[src/rtl/load_unit_ctrl_pkg.sv]
// Shared encodings and helpers for the load unit controller and its lane extractor.
package load_pkg;

   localparam int unsigned DATA_W = 32;

   localparam logic [1:0] SZ_BYTE = 2'b00;
   localparam logic [1:0] SZ_HALF = 2'b01;
   localparam logic [1:0] SZ_WORD = 2'b10;
   localparam logic [1:0] SZ_ILL  = 2'b11;

   typedef enum logic [1:0] {
      IDLE  = 2'b00,
      ISSUE = 2'b01,
      WAIT  = 2'b10,
      RESP  = 2'b11
   } state_e;

   function automatic logic req_is_bad(input logic [1:0] size, input logic [1:0] addr_lo);
      logic bad;
      case (size)
         SZ_BYTE: bad = 1'b0;
         SZ_HALF: bad = addr_lo[0];
         SZ_WORD: bad = (addr_lo != 2'b00);
         default: bad = 1'b1;
      endcase
      return bad;
   endfunction

endpackage

[src/rtl/load_unit_ctrl_lane_ext.sv]
// Little-endian byte/halfword lane select with sign or zero extension to 32 bits.
module load_lane_ext
   import load_pkg::*;
(
   input  logic [DATA_W-1:0] rdata,
   input  logic [1:0]        addr_lo,
   input  logic [1:0]        size,
   input  logic              is_signed,
   output logic [DATA_W-1:0] data
);

   logic [7:0]  byte_s;
   logic [15:0] half_s;
   logic        fill_s;

   // Pick the addressed lane, then extend according to size and signedness.
   always_comb begin
      byte_s = 8'd0;
      half_s = 16'd0;
      fill_s = 1'b0;
      data   = 32'd0;
      case (addr_lo)
         2'd0:    byte_s = rdata[7:0];
         2'd1:    byte_s = rdata[15:8];
         2'd2:    byte_s = rdata[23:16];
         2'd3:    byte_s = rdata[31:24];
         default: byte_s = 8'd0;
      endcase
      if (addr_lo[1]) begin
         half_s = rdata[31:16];
      end else begin
         half_s = rdata[15:0];
      end
      case (size)
         SZ_BYTE: begin
            fill_s = is_signed & byte_s[7];
            data   = {{24{fill_s}}, byte_s};
         end
         SZ_HALF: begin
            fill_s = is_signed & half_s[15];
            data   = {{16{fill_s}}, half_s};
         end
         SZ_WORD: data = rdata;
         default: data = 32'd0;
      endcase
   end

endmodule

[src/rtl/load_unit_ctrl.sv]
// Single-outstanding load controller: request capture, word read issue, bounded wait,
// and a held response until the consumer accepts it.
module load_unit_ctrl
   import load_pkg::*;
#(
   parameter int unsigned MEM_TIMEOUT = 16
) (
   input  logic              clk,
   input  logic              rst,
   input  logic              req_valid,
   output logic              req_ready,
   input  logic [DATA_W-1:0] req_addr,
   input  logic [1:0]        req_size,
   input  logic              req_signed,
   input  logic [4:0]        req_rd,
   output logic              mem_rd_en,
   output logic [DATA_W-1:0] mem_addr,
   input  logic [DATA_W-1:0] mem_rdata,
   input  logic              mem_rvalid,
   output logic              rsp_valid,
   input  logic              rsp_ready,
   output logic [DATA_W-1:0] rsp_data,
   output logic [4:0]        rsp_rd,
   output logic              rsp_err
);

   localparam logic [7:0] TMO_LAST = 8'(MEM_TIMEOUT - 1);

   state_e            state_q,    state_d;
   logic [7:0]        cnt_q,      cnt_d;
   logic [1:0]        addr_lo_q,  addr_lo_d;
   logic [1:0]        size_q,     size_d;
   logic              signed_q,   signed_d;
   logic [4:0]        rd_q,       rd_d;
   logic [DATA_W-1:0] mem_addr_q, mem_addr_d;
   logic [DATA_W-1:0] rsp_data_q, rsp_data_d;
   logic              rsp_err_q,  rsp_err_d;
   logic [DATA_W-1:0] ext_data_s;

   load_lane_ext u_lane_ext (
      .rdata     (mem_rdata),
      .addr_lo   (addr_lo_q),
      .size      (size_q),
      .is_signed (signed_q),
      .data      (ext_data_s)
   );

   // Next-state and capture logic; the response fields only change on entry to RESP.
   always_comb begin
      state_d    = state_q;
      cnt_d      = cnt_q;
      addr_lo_d  = addr_lo_q;
      size_d     = size_q;
      signed_d   = signed_q;
      rd_d       = rd_q;
      mem_addr_d = mem_addr_q;
      rsp_data_d = rsp_data_q;
      rsp_err_d  = rsp_err_q;
      case (state_q)
         IDLE: begin
            if (req_valid) begin
               addr_lo_d = req_addr[1:0];
               size_d    = req_size;
               signed_d  = req_signed;
               rd_d      = req_rd;
               if (req_is_bad(req_size, req_addr[1:0])) begin
                  rsp_err_d  = 1'b1;
                  rsp_data_d = 32'd0;
                  state_d    = RESP;
               end else begin
                  mem_addr_d = {req_addr[31:2], 2'b00};
                  state_d    = ISSUE;
               end
            end else begin
               state_d = IDLE;
            end
         end
         ISSUE: begin
            cnt_d   = 8'd0;
            state_d = WAIT;
         end
         WAIT: begin
            cnt_d = cnt_q + 8'd1;
            // Returned data takes priority over a timeout in the same cycle.
            if (mem_rvalid) begin
               rsp_data_d = ext_data_s;
               rsp_err_d  = 1'b0;
               state_d    = RESP;
            end else if (cnt_q == TMO_LAST) begin
               rsp_data_d = 32'd0;
               rsp_err_d  = 1'b1;
               state_d    = RESP;
            end else begin
               state_d = WAIT;
            end
         end
         RESP: begin
            if (rsp_ready) begin
               state_d = IDLE;
            end else begin
               state_d = RESP;
            end
         end
         default: state_d = IDLE;
      endcase
   end

   // State, counter and capture registers.
   always_ff @(posedge clk or posedge rst) begin
      if (rst) begin
         state_q    <= IDLE;
         cnt_q      <= 8'd0;
         addr_lo_q  <= 2'd0;
         size_q     <= 2'd0;
         signed_q   <= 1'b0;
         rd_q       <= 5'd0;
         mem_addr_q <= 32'd0;
         rsp_data_q <= 32'd0;
         rsp_err_q  <= 1'b0;
      end else begin
         state_q    <= state_d;
         cnt_q      <= cnt_d;
         addr_lo_q  <= addr_lo_d;
         size_q     <= size_d;
         signed_q   <= signed_d;
         rd_q       <= rd_d;
         mem_addr_q <= mem_addr_d;
         rsp_data_q <= rsp_data_d;
         rsp_err_q  <= rsp_err_d;
      end
   end

   assign req_ready = (state_q == IDLE);
   assign mem_rd_en = (state_q == ISSUE);
   assign rsp_valid = (state_q == RESP);
   assign mem_addr  = mem_addr_q;
   assign rsp_data  = rsp_data_q;
   assign rsp_rd    = rd_q;
   assign rsp_err   = rsp_err_q;

endmodule

[config.mk]
export PLATFORM = sky130hd
export DESIGN_NAME = load_unit_ctrl
export DESIGN_NICKNAME = d
export VERILOG_FILES = /design/src/rtl/load_unit_ctrl_pkg.sv /design/src/rtl/load_unit_ctrl_lane_ext.sv /design/src/rtl/load_unit_ctrl.sv
export SDC_FILE = /design/constraint.sdc
export NUM_CORES = 1
export LEC_CHECK = 0
export ABC_AREA = 1
export BUFFER_PORTS_ARGS = -buffer_cell sky130_fd_sc_hd__buf_4
export CAP_MARGIN = 20
export CORE_UTILIZATION = 41
export DETAILED_ROUTE_END_ITERATION = 16
export PLACE_DENSITY = 0.77
export SLEW_MARGIN = 20
export SYNTH_ARGS = -nofsm -noshare
export SYNTH_HDL_FRONTEND = slang
export SYNTH_SLANG_ARGS = --single-unit
[constraint.sdc]
create_clock -name clk -period 4.2 [get_ports clk]
set_clock_uncertainty 0.2 [all_clocks]
set_input_delay 0.63 -clock clk [delete_from_list [all_inputs] [get_ports clk]]
set_output_delay 0.63 -clock clk [all_outputs]
set_load 0.02 [all_outputs]
==> results of run 1 <==
[cells by family (layout without fill, tap and decap cells)]
logic type | after synthesis | in the layout
compound gates | 49 | 49
fa+ha+maj | 5 | 5
buf+inv | 81 | 215
flops | 83 | 83
other cells | 1 | 2
simple gates | 394 | 394
[worst max-delay path by stage]
stage	to	slack, ns	depth (start not counted)	startpoint
2_1_floorplan	addr_lo_q[0]	1.23	1	rst
3_3_place_gp	mem_addr[28]	1.46	7	req_valid
3_5_place_dp	mem_addr[27]	1.38	8	state_q[0]
4_1_cts	mem_addr[27]	1.37	8	state_q[0]
5_1_grt	mem_addr[20]	1.07	8	state_q[0]
6_report	mem_addr[27]	1.38	8	state_q[0]
[sequential cells by signal, indices dropped and copies added (netlist names)]
name       cells
rsp_data      32
mem_addr      30
cnt_q          8
rsp_rd         5
addr_lo_q      2
size_q         2
state_q        2
rsp_err        1
signed_q       1
[placed cells by master (no fill, tap or decap), types with 3 or more instances in the layout]
cell type	count
inv_1	40
inv_2	6
nand3_1	57
a21oi_1	10
dfrtp_1	83
nand2_2	22
clkinv_2	3
o21ai_0	21
nor2_4	4
ha_1	5
nor3_1	4
nor2_1	8
nand2_1	292
clkbuf_8	10
a22oi_1	16
buf_4	151
[where the power goes]
group	switching (mW)	total [mW]	internal, mW
sequential	0.268	1.37	1.10
clock	0.290	0.521	0.231
combinational	1.30	2.10	0.801
[layout make-up]
type | instances | area (sq um)
clock buffer | 12 | 145.1
tap | 136 | 170.2
inverter | 48 | 183.9
clock inverter | 4 | 26.28
timing repair buffer | 151 | 1134
fill | 976 | 4721
multi-input combinational | 450 | 2052
sequential | 83 | 2077
[per-layer routing]
layer	up-vias	GRT usage, %
li1	2163	-
met1	2062	28.20
met2	200	35.30
met3	14	6.505
met4	0	5.871
met5	-	0
==> results.ini, run 1 <==
[run_status]
run_status = completed

[synth]
synth_seq_cells = 83
synthAdderAreaFrac_pct = 1.388
synth_ff_type = dfrtp_1
yosys-top-cells-count = 293 x nand2_1, 83 x dfrtp_1, 57 x nand3_1, 41 x inv_1
async_flop_share_pct = 100.0
synth_warnings = 0
synth_cell_types = 28
avgSynthCellArea_sq_um = 7.352
synth_most_common_cell = nand2_1
yosys.area_share.simple_pct = 37.09
synth_top_family_by_area = simple AND/OR/NAND/NOR gates
synth.top_cell.area_share_pct = 46.09
synthCells = 613
synth-edff-count = 0
synthXorXnorAreaFrac_pct = 0
muxShareOfSynthArea_pct = 0
ys_seq_area_share_pct = 46.09
yosysTopAreaCell = dfrtp_1
synth_compound_area_share_pct = 6.718
synth_area_leaders = dfrtp_1 46%, nand2_1 24%, nand3_1 6.3%
netlist_area_sq_um = 4507

[clock_tree]
cts-root-buf = clkbuf_8
clk_path_buf_depth = 2
clk_pin_slew_ns = 0.08
cts_hold_buf = 0
postCtsResizedCells = 0
cts.sinks = 83
cts_setup_buffers = 0
insertion_delay_ns = 0.36
cts_tree = built
cts_max_level = 3
cts_buffers = 9

[die]
die_x_um = 106.8
dieArea_sq_um = 11420
rows = 37
pin_count = 150
die_y_um = 106.8
coreArea_sq_um = 10510
start_util_pct = 42.89

[grt]
grt_pass1_vias = 4144
overflow = 0
grt_max_degree = 42
antenna_found_initial = 0
grt_use_total_pct = 21.75
grt_pass1_wl_um = 19540

[placed_design]
gp_congestion = 0.8903
place_inst = 868
port_buffers = 147
hpwlAfterDp_um = 8626
pre_cts_slack_ns = 1.379
placed_cell_area_sq_um = 5609

[finish]
instances_no_fill = 884
fin_nets = 825
fin_area_sq_um = 5788
finish.utilization_pct = 55.08
drive_gt1_share_pct = 27.27
antenna_cells = 0
syn_to_final_growth_pct = 28.43

[routing]
drt_iter0_drc = 264
highest-signal-layer = met4
dr.pass1.iters = 5
drc = 0
wl_um = 11990
ant_nets = 0
post_drt_via_cell_ratio = 5.021
drt-met1-wl_um = 5027
wl_met2_um = 5636
dr_wl_met3_um = 1188
routedWlPerCell_um = 13.56
num_vias = 4439

[timing]
rsz0062_at_grt = false
finalHoldViolCount = 0
slew_violations = 0
layout_min_cycle_time_ns = 2.821
fmax_mhz = 354.4
setup_viol = 0
fin_ws_ns = 1.379
slew_headroom_pct = 29.17
tightestPinTransition_ns = 1.062
period_share_pct = 67.17
finalSetupTns_ns = 0
whs_ns = 0.08962

[run]
maxCapViolations = 0

[power_and_ir_drop]
p_leak_nw = 3.365
total_power_mw = 3.989
cellPowerDensity_nw_per_um2 = 689.1
vdd_drop_max_uv = 374.0

[critical_path]
ff2ff_path_depth = 8
critical_path.endpoint_type = flip-flop
crit_top_cell = nand2_1
cp.required_ns = 4.24
cp_data_arrival_time_ns = 2.86
path_cells = inv_1 -> ha_1 -> nand2_1 -> inv_2 -> buf_4 -> nand2_1 -> nand2_1 -> nand2_1
worst-path-buf-inv = 3
r2r_setup_slack_ns = 1.38
worstPathMaxFanout = 41
crit_slowest_cell = nand2_1
crit_path_start_kind = flip-flop
critical_path_class = flip-flop to flip-flop
reg2reg_from = state_q[0]
critPathTopFamily = simple AND/OR/NAND/NOR gates
cpPeakStageDelay_ns = 0.67
r2r-end = mem_addr[27]

[hold_path]
hp-class = input port to async pin

(Power assumes the default switching activity.)
==> run 2: changes to the inputs <==
clock period = 2.7 ns   (was 4.2 ns; I/O delays follow)
==> results.ini, run 2 (synthesis gave the netlist of run 1 again) <==
[grt]
grt_max_degree = 45
grtUsageMet1_pct = 27.20
antenna_found_initial = 0
use_met2_pct = 36.22
grt_pass1_wl_um = 19760
grt_pass1_vias = 4274
busiest_layer = met2
grt_use_total_pct = 22.03
overflow = 0
gr-usage-met3_pct = 5.167

[routing]
routedWlPerCell_um = 13.57
drt_iter0_drc = 217
post_drt_via_cell_ratio = 4.992
wl_um = 12080
dr.pass1.iters = 5
ant_nets = 0
drc = 0
num_vias = 4443

[power_and_ir_drop]
pwr-share-comb_pct = 51.4
cellPowerDensity_nw_per_um2 = 1098
total_power_mw = 6.492
seq_power_share_pct = 32.0
switching_share_pct = 44.43
power_switching_mw = 2.884
clkPwrFrac_pct = 16.6
p_leak_nw = 3.425
p_int_mw = 3.608
vdd_drop_max_uv = 588.8

[critical_path]
cp_data_arrival_time_ns = 2.31
reg2reg_from = state_q[0]
worstPathMaxFanout = 32
critical_path.endpoint_type = flip-flop
crit_path_start_kind = flip-flop
cp.required_ns = 2.80
ff2ff_path_depth = 10
critical_path_class = flip-flop to flip-flop
r2r-end = rsp_data[16]
startpoint = state_q[0]
r2r_setup_slack_ns = 0.49

[finish]
fin_nets = 831
final_common_cell = nand2_1
largest_reg_flops = 32
drive_gt1_share_pct = 27.85
antenna_cells = 0
syn_to_final_growth_pct = 31.18
final_cell_mix = 293 x nand2_1, 155 x buf_4, 83 x dfrtp_1

[clock_tree]
cts.sinks = 83
clk_path_buf_depth = 2
insertion_delay_ns = 0.36
cts_max_level = 3
clk_pin_slew_ns = 0.08
cts_buffers = 9
cts-root-buf = clkbuf_8
cts_tree = built

[die]
dieArea_sq_um = 11420
die_x_um = 106.8
coreArea_sq_um = 10510
rows = 37
pin_count = 150
start_util_pct = 42.89
die_y_um = 106.8

[run_status]
run_status = completed

[hold_path]
min_to = rsp_rd[2]
hold_depth = 3
min_from = req_rd[2]
hp-class = input port to flip-flop

[timing]
finalHoldViolCount = 0
slew_headroom_pct = 54.68
period_share_pct = 81.85
whs_ns = 0.03528
slew_violations = 0
layout_min_cycle_time_ns = 2.210
tightestPinTransition_ns = 0.6783
fmax_mhz = 452.5
finalSetupTns_ns = 0
rsz0062_at_grt = false
setup_viol = 0

[placed_design]
port_buffers = 147
gp_congestion = 0.8138
hpwlAfterDp_um = 8758

[run]
maxCapViolations = 0

run 2: routing by layer:
layer / vias to the layer above / routed length, um
li1: 2177 / -
met1: 2054 / 5109
met2: 192 / 5719
met3: 20 / 967
met4: 0 / 281
met5: - / 0
run 2: what timing repair did:
item | in CTS | in global routing
gates resized for setup | 0 | 0
hold buffers | 1 | 0
hold endpoints to repair | 44 | 0
setup buffers | 0 | 0
run 2: power by group through the flow:
stage | Sequential, mW | Combinational, mW | Clock, mW
floorplan | 2.51 | 1.78 | 0
global placement | 2.07 | 3.28 | 0
detailed placement | 2.08 | 3.35 | 0
CTS | 2.08 | 3.36 | 1.10
global route | 2.14 | 3.69 | 1.16
finish | 2.08 | 3.34 | 1.08
run 2: worst max-delay path by stage:
stage	endpoint	slack [ns]	cells after the start
finish	rsp_data[16]	0.49	10
global route	rsp_data[0]	0.26	10
CTS	rsp_data[16]	0.47	10
detailed placement	rsp_data[19]	0.51	10
global placement	rsp_data[16]	0.66	10
floorplan	rsp_data[0]	0.84	11
run 2: final cells by class:
type                    count  area [sq um]
multi-input cells         450          2044
clock buffers               9         123.9
fillers                   973          4597
inverters                  48         186.4
clock inverters             7         116.4
well taps                 136         170.2
flip-flops and latches     83          2077
repair buffers            157          1194
run 2: critical path: stages (launching register included):
cell     delay, ns
dfrtp_1       0.43
inv_1         0.10
ha_1          0.21
nand2_1       0.11
inv_2         0.06
nand3_1       0.08
nand2_1       0.11
nand2_1       0.10
nor2_4        0.53
nand2_1       0.12
nand2_1       0.09
run 2: per-stage QoR:
step | utilization, % | setup slack, ns | instances | instance area, sq um
floorplan | - | 0.8430 | 614 | 4514
detailed placement | 53.88 | 0.5094 | 873 | 5662
global placement | 53.88 | 0.6578 | 873 | 5662
CTS | 56.26 | 0.4745 | 890 | 5912
finish | 56.26 | 0.4901 | 890 | 5912
global route | 56.26 | 0.2571 | 890 | 5912
